[config.mk]
export PLATFORM = sky130hd
export DESIGN_NAME = exe_mem_pipe
export DESIGN_NICKNAME = d
export VERILOG_FILES = /design/src/rtl/exe_mem_pipe_pkg.sv /design/src/rtl/exe_mem_perf_cnt.sv /design/src/rtl/exe_mem_pipe.sv
export SDC_FILE = /design/constraint.sdc
export NUM_CORES = 1
export LEC_CHECK = 0
export ABC_AREA = 1
export BUFFER_PORTS_ARGS = -buffer_cell sky130_fd_sc_hd__buf_2
export CAP_MARGIN = 20
export CELL_PAD_IN_SITES_DETAIL_PLACEMENT = 1
export CELL_PAD_IN_SITES_GLOBAL_PLACEMENT = 1
export CORE_MARGIN = 2
export CORE_UTILIZATION = 29
export DETAILED_ROUTE_END_ITERATION = 10
export MAX_ROUTING_LAYER = met4
export PLACE_DENSITY_LB_ADDON = 0.1
export SYNTH_ARGS = -nofsm -noshare
export SYNTH_HDL_FRONTEND = slang
export SYNTH_SLANG_ARGS = --single-unit
[constraint.sdc]
create_clock -name clk -period 1.2 [get_ports clk]
set_input_delay 0.36 -clock clk [delete_from_list [all_inputs] [get_ports clk]]
set_output_delay 0.36 -clock clk [all_outputs]
set_load 0.005 [all_outputs]
[src/rtl/exe_mem_pipe_pkg.sv]
// exe_mem_pipe_pkg
//   Shared definitions for the EXE/MEM pipeline register slice:
//   - 2-bit memory-op encodings carried on controlmem_in
//   - default "no write" destination index and "no writeback" control value
//   - mem-op decode helper returning {read, write}
package exe_mem_pipe_pkg;

    localparam logic [1:0] MEM_NONE    = 2'b00;
    localparam logic [1:0] MEM_READ    = 2'b01;
    localparam logic [1:0] MEM_WRITE   = 2'b10;
    localparam logic [1:0] MEM_ILLEGAL = 2'b11;

    // Wide enough for any realistic register index; sliced to REG_W at use.
    localparam logic [31:0] NOP_REG_DEF = 32'hFFFF_FFFF;
    localparam logic        WB_IDLE_DEF = 1'b1;

    // Returns {read, write}. Only the two legal access encodings produce a
    // strobe, so read and write can never be high together.
    function automatic logic [1:0] decode_mem(input logic [1:0] op);
        logic [1:0] rw;
        rw = 2'b00;
        case (op)
            MEM_READ:  rw = 2'b10;
            MEM_WRITE: rw = 2'b01;
            default:   rw = 2'b00;
        endcase
        return rw;
    endfunction

endpackage

[src/rtl/exe_mem_perf_cnt.sv]
// exe_mem_perf_cnt
//   Free-running event counters for the EXE/MEM pipeline register.
//   Updates on the falling edge of clk, in step with the pipeline register.
// Ports:
//   clk, rst         falling-edge clock, asynchronous active-high reset
//   stall_in         stall request seen by the pipeline register
//   flush_in         flush request seen by the pipeline register
//   valid_in         EXE stage holds a real instruction
//   stall_cnt_out    edges held by stall (flush not asserted), wraps at 2^32
//   bubble_cnt_out   edges that loaded a bubble (flush or valid_in=0), wraps
module exe_mem_perf_cnt (
    input  logic        clk,
    input  logic        rst,
    input  logic        stall_in,
    input  logic        flush_in,
    input  logic        valid_in,
    output logic [31:0] stall_cnt_out,
    output logic [31:0] bubble_cnt_out
);

    logic stall_evt;
    logic bubble_evt;

    // Flush takes priority over stall, so a flushed edge is a bubble, not a stall.
    assign stall_evt  = stall_in & ~flush_in;
    assign bubble_evt = flush_in | (~stall_in & ~valid_in);

    always_ff @(negedge clk or posedge rst) begin
        if (rst) begin
            stall_cnt_out  <= '0;
            bubble_cnt_out <= '0;
        end else begin
            if (stall_evt)
                stall_cnt_out <= stall_cnt_out + 32'd1;
            if (bubble_evt)
                bubble_cnt_out <= bubble_cnt_out + 32'd1;
        end
    end

endmodule

[src/rtl/exe_mem_pipe.sv]
// exe_mem_pipe
//   EXE -> MEM pipeline register. Captures the ALU result, store data,
//   destination index and decoded memory/writeback controls on the falling
//   edge of clk. Supports stall (hold), flush (bubble, wins over stall) and a
//   sticky flag for illegal memory-op encodings.
//   Optional feature: define EXE_MEM_PERF_CNT_EN to add stall/bubble counters
//   (stall_cnt_out, bubble_cnt_out) via exe_mem_perf_cnt.
// Ports:
//   clk, rst                    falling-edge clock, asynchronous active-high reset
//   stall_in, flush_in          hold / bubble-load requests
//   valid_in                    EXE holds a real instruction
//   controlmem_in[1:0]          00 none, 01 read, 10 write, 11 illegal
//   controlwb_in                writeback control
//   alu_in, wdata_in [DATA_W]   ALU result and store data
//   wreg_in [REG_W]             destination register index
//   valid_out, memread_out, memwrite_out, controlwb_out   registered controls
//   alu_out, wdata_out, wreg_out                          registered data
//   illegal_op_out              sticky illegal-op flag, cleared only by rst
module exe_mem_pipe
    import exe_mem_pipe_pkg::*;
#(
    parameter int               DATA_W  = 16,
    parameter int               REG_W   = 4,
    parameter logic [REG_W-1:0] NOP_REG = NOP_REG_DEF[REG_W-1:0],
    parameter logic             WB_IDLE = WB_IDLE_DEF
) (
    input  logic              clk,
    input  logic              rst,
    input  logic              stall_in,
    input  logic              flush_in,
    input  logic              valid_in,
    input  logic [1:0]        controlmem_in,
    input  logic              controlwb_in,
    input  logic [DATA_W-1:0] alu_in,
    input  logic [DATA_W-1:0] wdata_in,
    input  logic [REG_W-1:0]  wreg_in,
    output logic              valid_out,
    output logic              memread_out,
    output logic              memwrite_out,
    output logic              controlwb_out,
    output logic [DATA_W-1:0] alu_out,
    output logic [DATA_W-1:0] wdata_out,
    output logic [REG_W-1:0]  wreg_out,
    output logic              illegal_op_out
`ifdef EXE_MEM_PERF_CNT_EN
    ,
    output logic [31:0]       stall_cnt_out,
    output logic [31:0]       bubble_cnt_out
`endif
);

    logic              load_bubble;
    logic              load_instr;
    logic [1:0]        rw_dec;

    logic              vld_p1;
    logic              rd_p1;
    logic              wr_p1;
    logic              wb_p1;
    logic [DATA_W-1:0] alu_p1;
    logic [DATA_W-1:0] wdata_p1;
    logic [REG_W-1:0]  wreg_p1;
    logic              ill_p1;

    // Flush wins over stall; an idle EXE slot also turns into a bubble.
    assign load_bubble = flush_in | (~stall_in & ~valid_in);
    assign load_instr  = ~flush_in & ~stall_in & valid_in;
    assign rw_dec      = decode_mem(controlmem_in);

    // ---- EXE -> MEM boundary (falling edge) ----
    always_ff @(negedge clk or posedge rst) begin
        if (rst) begin
            vld_p1   <= 1'b0;
            rd_p1    <= 1'b0;
            wr_p1    <= 1'b0;
            wb_p1    <= WB_IDLE;
            alu_p1   <= '0;
            wdata_p1 <= '0;
            wreg_p1  <= NOP_REG;
            ill_p1   <= 1'b0;
        end else if (load_bubble) begin
            vld_p1   <= 1'b0;
            rd_p1    <= 1'b0;
            wr_p1    <= 1'b0;
            wb_p1    <= WB_IDLE;
            alu_p1   <= '0;
            wdata_p1 <= '0;
            wreg_p1  <= NOP_REG;
        end else if (load_instr) begin
            vld_p1   <= 1'b1;
            rd_p1    <= rw_dec[1];
            wr_p1    <= rw_dec[0];
            wb_p1    <= controlwb_in;
            alu_p1   <= alu_in;
            wdata_p1 <= wdata_in;
            wreg_p1  <= wreg_in;
            // Sticky: only a reset clears it.
            if (controlmem_in == MEM_ILLEGAL)
                ill_p1 <= 1'b1;
        end
    end

    assign valid_out      = vld_p1;
    assign memread_out    = rd_p1;
    assign memwrite_out   = wr_p1;
    assign controlwb_out  = wb_p1;
    assign alu_out        = alu_p1;
    assign wdata_out      = wdata_p1;
    assign wreg_out       = wreg_p1;
    assign illegal_op_out = ill_p1;

`ifdef EXE_MEM_PERF_CNT_EN
    exe_mem_perf_cnt u_perf_cnt (
        .clk            (clk),
        .rst            (rst),
        .stall_in       (stall_in),
        .flush_in       (flush_in),
        .valid_in       (valid_in),
        .stall_cnt_out  (stall_cnt_out),
        .bubble_cnt_out (bubble_cnt_out)
    );
`else
    // Counters are absent in this build.
`endif

endmodule

* Word level (Yosys, flattened, before mapping)
Index checks and enable logic that the tools add are counted.
Storage, ports and cells: output and inout port bits 41, input bits 44, flip-flop bits (word level) 41, word-level logic and storage cells 36
Cells by class: equal/unequal tests 3, bitwise gates (word level) 8, reductions and logical operators 2, muxes and demuxes 15
Operator list (count):
- 2-to-1 mux 16 bit | 4
- 2-to-1 mux 1 bit | 8
- 2-to-1 mux 4 bit | 2
- == test 2 bit, second input constant | 2
- inverter 1 bit | 4
- one-hot mux 2 bit (2 select lines) | 1
- AND 1 bit | 3
- AND reduction 3 bit | 1
- == test 2 x 1 -> 1 bit, second input constant | 1
- nonzero test 2 bit | 1
- OR 1 bit | 1

* Logic depth before layout (Yosys ltp)
Gate-level depths: netlist of run 1.
depth in word-level cells 5, gate-level depth with buffers 5, depth with buffers taken out 5

==> impl_metrics.tcl, run 1 <==
set metrics [dict create \
    setup_violations 79 \
    syn_area_sq_um 1750 \
    antenna_cells 0 \
    end_kind "output pin" \
    r2r_start "alu_out[3]$_DFFE_NP0P_" \
    outcome "finished with violations" \
    drive_above_1_share_pct 74.3 \
    min_to "illegal_op_out$_DFFE_NP0P_" \
    cts_max_path_buffers 2 \
    seq_area_frac_synth_pct 58.9 \
    relSlewSlack_pct 86.4 \
    dieHeight_microns 81.7 \
    finalClockSkew_ns 0 \
    port_buffers 84 \
    grt_max_degree 15 \
    whs_path_depth 2 \
    gp_congestion 0.735 \
    violations "negative setup slack" \
    fp.dieW_microns 81.7 \
    synthCells 196 \
    nFillCells 675 \
    crit_chain "buf_2" \
    power_mw 3.25 \
    critPathBufInv 1 \
    hold_buffers 0 \
    maxSlewViolCount 0 \
    cap_violations 0 \
    num_vias 1920 \
    crit_path_max_fanout 2 \
    antenna_found_initial 0 \
    crit_path_top_delay_cell "dfstp_2" \
    hp-start "illegal_op_out$_DFFE_NP0P_" \
    peakVddDrop_mv 0.411 \
    path_class "reg2out" \
    grt_pass1_wl_microns 9590 \
    mostFrequentLayoutCell "buf_2" \
    r2r_cells 5 \
    min_path_type "reg2reg" \
    drtIter0Drc 105 \
    synth_fp_nets 240 \
    seq_area_sq_um 1030 \
    cts-buffers-inserted 5 \
    grt_setup_unrepaired "true" \
    hold_viol 0 \
    syn_avg_cell_area_sq_um 8.94 \
    syn2layout_area_growth_pct 102 \
    crit_required_ns 0.84 \
    hold_ws_ns 0.417 \
    worstPathArrival_ns 1.60 \
    slowest_delay_ns 0.53 \
    vias_per_cell 4.52 \
    grt_pass1_vias 1924 \
    cts_root_buffer "clkbuf_8" \
    dp_hpwl_microns 3700 \
    drc 0 \
    rows 28 \
    worstSetupStartpointType "flip-flop" \
    cts.sinks 41 \
    wirelength_microns 7080 \
    antenna_left 0 \
    synth_cell_type_count 14 \
    clkTransAtPathRegs_ns 0.06 \
    start_util_pct 29.8 \
    dieArea_sq_um 6680 \
    cellPowerDensity_nw_per_um2 917 \
    core_area_sq_um 5890 \
    ctsHtreeMaxLevel 2 \
    grt_usage_pct 20.1 \
    layout.nets 393 \
    io_pins 85 \
    dr.pass1.iters 3 \
    routedWlPerCell_microns 16.7 \
    cts_tree "built" \
    layout_common_cells "buf_2, buf_4, dfrtn_1" \
    grt_overflow_total 0 \
    synth_seq_cells 41 \
    fin_ws_ns -0.756 \
    path_delay_family "flip-flops" \
    r2r_slack_ns 0.25 \
    p_leak_nw 2.18 \
    insertion_delay_ns 0.30 \
    worst_slew_pin_slew_ns 0.203 \
    r2r_end "alu_out[3]$_DFFE_NP0P_" \
    place_ws_ns -0.562 \
    multiInputGateArea_sq_um 995 \
    ys_warn_count 0 \
]
[state kept, by name, indices dropped and copies added, names as in the netlist]
signal and flops:
alu_out 16, wdata_out 16, illegal_op_out 1, controlwb_out 1, wreg_out 4, memwrite_out 1, memread_out 1, valid_out 1
[what timing repair did]
item / in CTS / in global routing
resized for setup: 42 / 75
buffers inserted: 22 / 17
setup endpoints to repair: 82 / 82
pin swaps: 7 / 35
cloned: 6 / 1
endpoints found under the hold margin: 0 / 0
[synthesized netlist by cell type, drive strengths merged]
cell   instances  area, sq um
nor2           6         30.0
nand2         81          329
inv           14         52.6
buf           11         93.8
nand3         43          215
dfstp          5          131
dfrtn         36          901
[power by group]
part / total [mW] / internal, mW / switching, mW
combinational: 0.723 / 0.382 / 0.341
sequential: 1.49 / 1.45 / 0.0371
clock: 1.04 / 0.487 / 0.552
total: 3.25 / 2.32 / 0.930
[per-layer routing]
layer / wire (microns) / GRT usage (%)
met1: 2890 / 24.9
met2: 3850 / 32.5
met3: 234 / 4.62
met4: 111 / 6.33
met5: 0 / -
[worst min-delay path: stages, from the launching register on]
cell and delay [ns]:
dfrtn_1 0.41, inv_1 0.04, nand2_1 0.06
[worst max-delay path by stage]
| stage | from | end | slack [ns] | depth (start not counted) |
|---|---|---|---|---|
| after global routing | wreg_out[1]$_DFFE_NP1P_ | wreg_out[1] | -0.80 | 1 |
| after CTS | wreg_out[3]$_DFFE_NP1P_ | wreg_out[3] | -0.76 | 1 |
| final | wreg_out[3]$_DFFE_NP1P_ | wreg_out[3] | -0.76 | 1 |
| after detailed placement | stall_in | memread_out$_DFFE_NP0P_ | -0.56 | 5 |
| after global placement | stall_in | illegal_op_out$_DFFE_NP0P_ | -0.54 | 5 |
| after floorplan | stall_in | wdata_out[11]$_DFFE_NP0P_ | -0.30 | 5 |
[kinds of logic after synthesis]
| group | after synthesis | share of synthesized area [%] |
|---|---|---|
| buffers and inverters | 25 | 8.35 |
| and+or+nand+nor | 130 | 32.8 |
| DFF | 41 | 58.9 |
[cell type report]
class | count | share of cell area [%]
Timing Repair Buffer | 153 | 35.2
Sequential cell | 41 | 29.1
Multi-Input combinational cell | 130 | 28.0
Tap cell | 75 | 2.65
Clock buffer | 7 | 2.43
Inverter | 13 | 1.90
Clock inverter | 6 | 0.670
[through the flow]
step	utilization, %	cells	setup TNS (ns)	cell area (sq um)
2_1_floorplan	-	196	-19.57	1930
3_3_place_gp	44.3	371	-31.93	2610
3_5_place_dp	44.3	371	-32.73	2610
4_1_cts	54.6	411	-35.88	3210
5_1_grt	60.3	425	-38.81	3550
6_report	60.3	425	-36.80	3550
Power figures use the tool's default switching activity.
==> run 2: changes to the inputs <==
--- a/config.mk
+++ b/config.mk
@@ -15,6 +15,7 @@
 export DETAILED_ROUTE_END_ITERATION = 10
 export MAX_ROUTING_LAYER = met4
 export PLACE_DENSITY_LB_ADDON = 0.1
+export SKIP_CTS_REPAIR_TIMING = 1
 export SYNTH_ARGS = -nofsm -noshare
 export SYNTH_HDL_FRONTEND = slang
 export SYNTH_SLANG_ARGS = --single-unit
==> constraint.sdc (replaced) <==
create_clock -name clk -period 1.2 [get_ports clk]
set_input_delay 0.36 -clock clk [delete_from_list [all_inputs] [get_ports clk]]
set_output_delay 0.36 -clock clk [all_outputs]
set_load 0.01 [all_outputs]
==> impl_metrics.tcl, run 2 (same netlist as run 1, synthesis figures left out) <==
set metrics [dict create \
    end_kind "output pin" \
    layout.nets 365 \
    worstSetupStartpointType "flip-flop" \
    num_vias 1764 \
    dp.cells 371 \
    maxSlewViolCount 0 \
    grt_usage_pct 16.7 \
    grt_setup_unrepaired "true" \
    core_area_sq_um 5890 \
    crit_required_ns 0.84 \
    power_mw 3.08 \
    crit_start "wreg_out[0]$_DFFE_NP1P_" \
    dieArea_sq_um 6680 \
    drive_above_1_share_pct 60.9 \
    routedWlPerCell_microns 13.8 \
    place_ws_ns -0.562 \
    gp_congestion 0.735 \
    critPathBufInv 1 \
    cts_tree "built" \
    mostFrequentLayoutCell "buf_2" \
    hold_ws_ns 0.416 \
    r2r_start "alu_out[2]$_DFFE_NP0P_" \
    syn2layout_area_growth_pct 75.7 \
    crit_path_max_fanout 2 \
    grt_overflow_total 0 \
    peakVddDrop_mv 0.400 \
    hp-start "wdata_out[5]$_DFFE_NP0P_" \
    path_class "reg2out" \
    cts-buffers-inserted 5 \
    nFillCells 708 \
    start_util_pct 29.8 \
    drtIter0Drc 72 \
    hold_viol 0 \
    outcome "finished with violations" \
    insertion_delay_ns 0.30 \
    port_buffers 84 \
    dieHeight_microns 81.7 \
    fin_ws_ns -0.762 \
    layout_common_cells "buf_2, nand2_1, dfrtn_1" \
    setup_violations 79 \
    slowest_delay_ns 0.54 \
    worst_slew_pin_slew_ns 0.208 \
    cts_max_path_buffers 2 \
    cap_violations 0 \
    antenna_left 0 \
    utilization_pct 52.3 \
    path_delay_family "flip-flops" \
    worstPathArrival_ns 1.60 \
    dr.pass1.iters 4 \
    grt_max_degree 27 \
    cellPowerDensity_nw_per_um2 999 \
    fp.dieW_microns 81.7 \
    wirelength_microns 5490 \
    grt_pass1_vias 1674 \
    cts.sinks 41 \
    crit_path_top_delay_cell "dfstp_2" \
    cts_root_buffer "clkbuf_8" \
    vias_per_cell 4.44 \
    antenna_found_initial 0 \
    finalClockSkew_ns 0 \
    multiInputGateArea_sq_um 810 \
    seq_area_sq_um 1030 \
    dp_hpwl_microns 3700 \
    relSlewSlack_pct 86.1 \
    clkTransAtPathRegs_ns 0.05 \
    p_leak_nw 1.72 \
    crit_chain "buf_6" \
    grt_pass1_wl_microns 8100 \
    min_path_type "reg2reg" \
    rows 28 \
    io_pins 85 \
    antenna_cells 0 \
    fin_cells 397 \
    ctsHtreeMaxLevel 2 \
    violations "negative setup slack" \
    drc 0 \
]
==> run 2: cell count changes in the layout (fill, tap and decap cells not counted), moves of 4 or more <==
cell and delta:
nand2_2 -15, buf_4 -14, buf_2 -6, nand2_1 +40, nand3_1 -6, nand2_4 -25, buf_6 -4
==> run 2: path summary, 6_finish.rpt <==
path	to	slack, ns	cells past startpoint
setup reg to reg	alu_out[2]$_DFFE_NP0P_	0.35	4
min in group asynchronous	alu_out[12]$_DFFE_NP0P_	0.58	3
setup / recovery	wreg_out[0]	-0.76	1
hold / removal	wdata_out[5]$_DFFE_NP0P_	0.42	2
max in group asynchronous	wdata_out[11]$_DFFE_NP0P_	0.35	3
hold reg to reg	wdata_out[5]$_DFFE_NP0P_	0.42	2
==> run 2: power breakdown <==
group | switching [mW] | internal (mW) | total, mW | leakage (nW)
Combinational | 0.288 | 0.289 | 0.577 | 1.11
Sequential | 0.0322 | 1.45 | 1.48 | 0.539
Clock | 0.529 | 0.487 | 1.02 | 0.0749
Total | 0.849 | 2.23 | 3.08 | 1.72
==> run 2: area by class of cell <==
type	instances	share of cell area, %
timing repair buffer	125	31.5
multi-input combinational	130	26.3
sequential	41	33.5
clock inverter	6	0.772
tap	75	3.05
inverter	13	2.11
clock buffer	7	2.80
==> run 2: layer usage <==
metal,wire (microns),global-route usage [%],vias up
met1,2390,21.5,854
li1,-,-,861
met4,40,7.00,0
met3,269,3.85,4
met2,2790,25.4,45
met5,0,-,-
==> run 2: per-stage QoR <==
stage / setup TNS [ns] / instance area [sq um]
6_report: -30.43 / 3080
3_3_place_gp: -32.65 / 2610
4_1_cts: -33.69 / 2720
5_1_grt: -32.58 / 3080
2_1_floorplan: -20.79 / 1930
3_5_place_dp: -33.46 / 2610
==> run 3: changes to the inputs <==
--- a/config.mk
+++ b/config.mk
@@ -12,9 +12,11 @@
 export CELL_PAD_IN_SITES_GLOBAL_PLACEMENT = 1
 export CORE_MARGIN = 2
 export CORE_UTILIZATION = 29
+export CTS_CLUSTER_SIZE = 12
 export DETAILED_ROUTE_END_ITERATION = 10
 export MAX_ROUTING_LAYER = met4
 export PLACE_DENSITY_LB_ADDON = 0.1
+export SETUP_SLACK_MARGIN = 0.3
 export SKIP_CTS_REPAIR_TIMING = 1
 export SYNTH_ARGS = -nofsm -noshare
 export SYNTH_HDL_FRONTEND = slang
==> impl_metrics.tcl, run 3 (same netlist as run 1, synthesis figures left out) <==
set metrics [dict create \
    grt_pass1_vias 1674 \
    end_kind "output pin" \
    crit_path_max_fanout 2 \
    dpl_cell_area_sq_um 2610 \
    start_util_pct 29.8 \
    dieArea_sq_um 6680 \
    port_buffers 84 \
    r2r_slack_ns 0.35 \
    r2r_end "alu_out[2]$_DFFE_NP0P_" \
    dr.pass1.iters 4 \
    cts_root_buffer "clkbuf_8" \
    cts_max_path_buffers 2 \
    violations "negative setup slack" \
    routedWlPerCell_microns 14.0 \
    hp-start "wdata_out[5]$_DFFE_NP0P_" \
    grt_pass1_wl_microns 8100 \
    path_class "reg2out" \
    p_leak_nw 1.75 \
    peakVddDrop_mv 0.410 \
    path_delay_family "flip-flops" \
    antenna_found_initial 0 \
    rows 28 \
    grt_setup_unrepaired "true" \
    layout_common_cells "buf_2, nand2_1, nand3_2" \
    ctsHtreeMaxLevel 2 \
    min_to "wdata_out[5]$_DFFE_NP0P_" \
    cap_violations 0 \
    critPathBufInv 1 \
    nFillCells 696 \
    io_pins 85 \
    num_vias 1789 \
    worst_slew_pin_slew_ns 0.208 \
    maxSlewViolCount 0 \
    cellPowerDensity_nw_per_um2 988 \
    drtIter0Drc 81 \
    dieHeight_microns 81.7 \
    clkTransAtPathRegs_ns 0.05 \
    layout.nets 365 \
    power_mw 3.10 \
    r2r_cells 4 \
    worstPathArrival_ns 1.60 \
    cts_tree "built" \
    utilization_pct 53.3 \
    hold_viol 0 \
    cts.sinks 41 \
    dp.cells 371 \
    relSlewSlack_pct 86.1 \
    dp_hpwl_microns 3700 \
    worstSetupStartpointType "flip-flop" \
    core_area_sq_um 5890 \
    fin_cells 397 \
    grt_usage_pct 16.7 \
    cts-buffers-inserted 5 \
    insertion_delay_ns 0.30 \
    outcome "finished with violations" \
    fin_ws_ns -0.763 \
    finalClockSkew_ns 0 \
    slowest_delay_ns 0.54 \
    crit_path_top_delay_cell "dfstp_2" \
    mostFrequentLayoutCell "buf_2" \
    fin_area_sq_um 3140 \
    wirelength_microns 5550 \
    r2r_start "alu_out[2]$_DFFE_NP0P_" \
    fp.dieW_microns 81.7 \
    grt_max_degree 27 \
    antenna_left 0 \
    crit_chain "buf_6" \
    crit_required_ns 0.84 \
    gp_congestion 0.735 \
    vias_per_cell 4.51 \
    drive_above_1_share_pct 63.0 \
    min_path_type "reg2reg" \
    drc 0 \
    grt_overflow_total 0 \
    syn2layout_area_growth_pct 78.9 \
    setup_violations 79 \
    antenna_cells 0 \
    whs_path_depth 2 \
]
==> run 3: power by group <==
group / internal, mW / leakage, nW / switching, mW / total (mW)
clock network: 0.487 / 0.0749 / 0.530 / 1.02
logic: 0.299 / 1.13 / 0.300 / 0.599
registers: 1.45 / 0.539 / 0.0324 / 1.48
==> run 3: stage by stage <==
stage / setup WS [ns] / hold WS, ns / TNS [ns]
2_1_floorplan: -0.301 / 0.460 / -20.79
3_3_place_gp: -0.536 / 0.419 / -32.65
3_5_place_dp: -0.562 / 0.416 / -33.46
4_1_cts: -0.790 / 0.424 / -33.69
5_1_grt: -0.812 / 0.426 / -32.65
6_report: -0.763 / 0.416 / -30.59
==> run 3: worst max path at each step <==
stage | from | end | slack, ns | depth (start not counted)
after detailed placement | stall_in | memread_out$_DFFE_NP0P_ | -0.56 | 5
after CTS | wreg_out[0]$_DFFE_NP1P_ | wreg_out[0] | -0.79 | 1
final | wreg_out[0]$_DFFE_NP1P_ | wreg_out[0] | -0.76 | 1
after floorplan | stall_in | wdata_out[11]$_DFFE_NP0P_ | -0.30 | 5
after global routing | wreg_out[1]$_DFFE_NP1P_ | wreg_out[1] | -0.81 | 1
after global placement | stall_in | illegal_op_out$_DFFE_NP0P_ | -0.54 | 5
==> run 3: area by class of cell <==
cell class | instances | area (sq um) | area share, %
Timing Repair Buffer | 125 | 983 | 31.4
Tap cell | 75 | 93.8 | 2.99
Sequential cell | 41 | 1030 | 32.9
Multi-Input combinational cell | 130 | 852 | 27.2
Clock inverter | 6 | 23.8 | 0.758
Inverter | 13 | 65.1 | 2.07
Clock buffer | 7 | 86.3 | 2.75
==> run 3: metal layers <==
| metal | up-vias | track usage, % | wire length, microns |
|---|---|---|---|
| met4 | 0 | 7.00 | 42 |
| met3 | 4 | 3.85 | 281 |
| met2 | 47 | 25.4 | 2870 |
| li1 | 861 | - | - |
| met5 | - | - | 0 |
| met1 | 877 | 21.5 | 2350 |
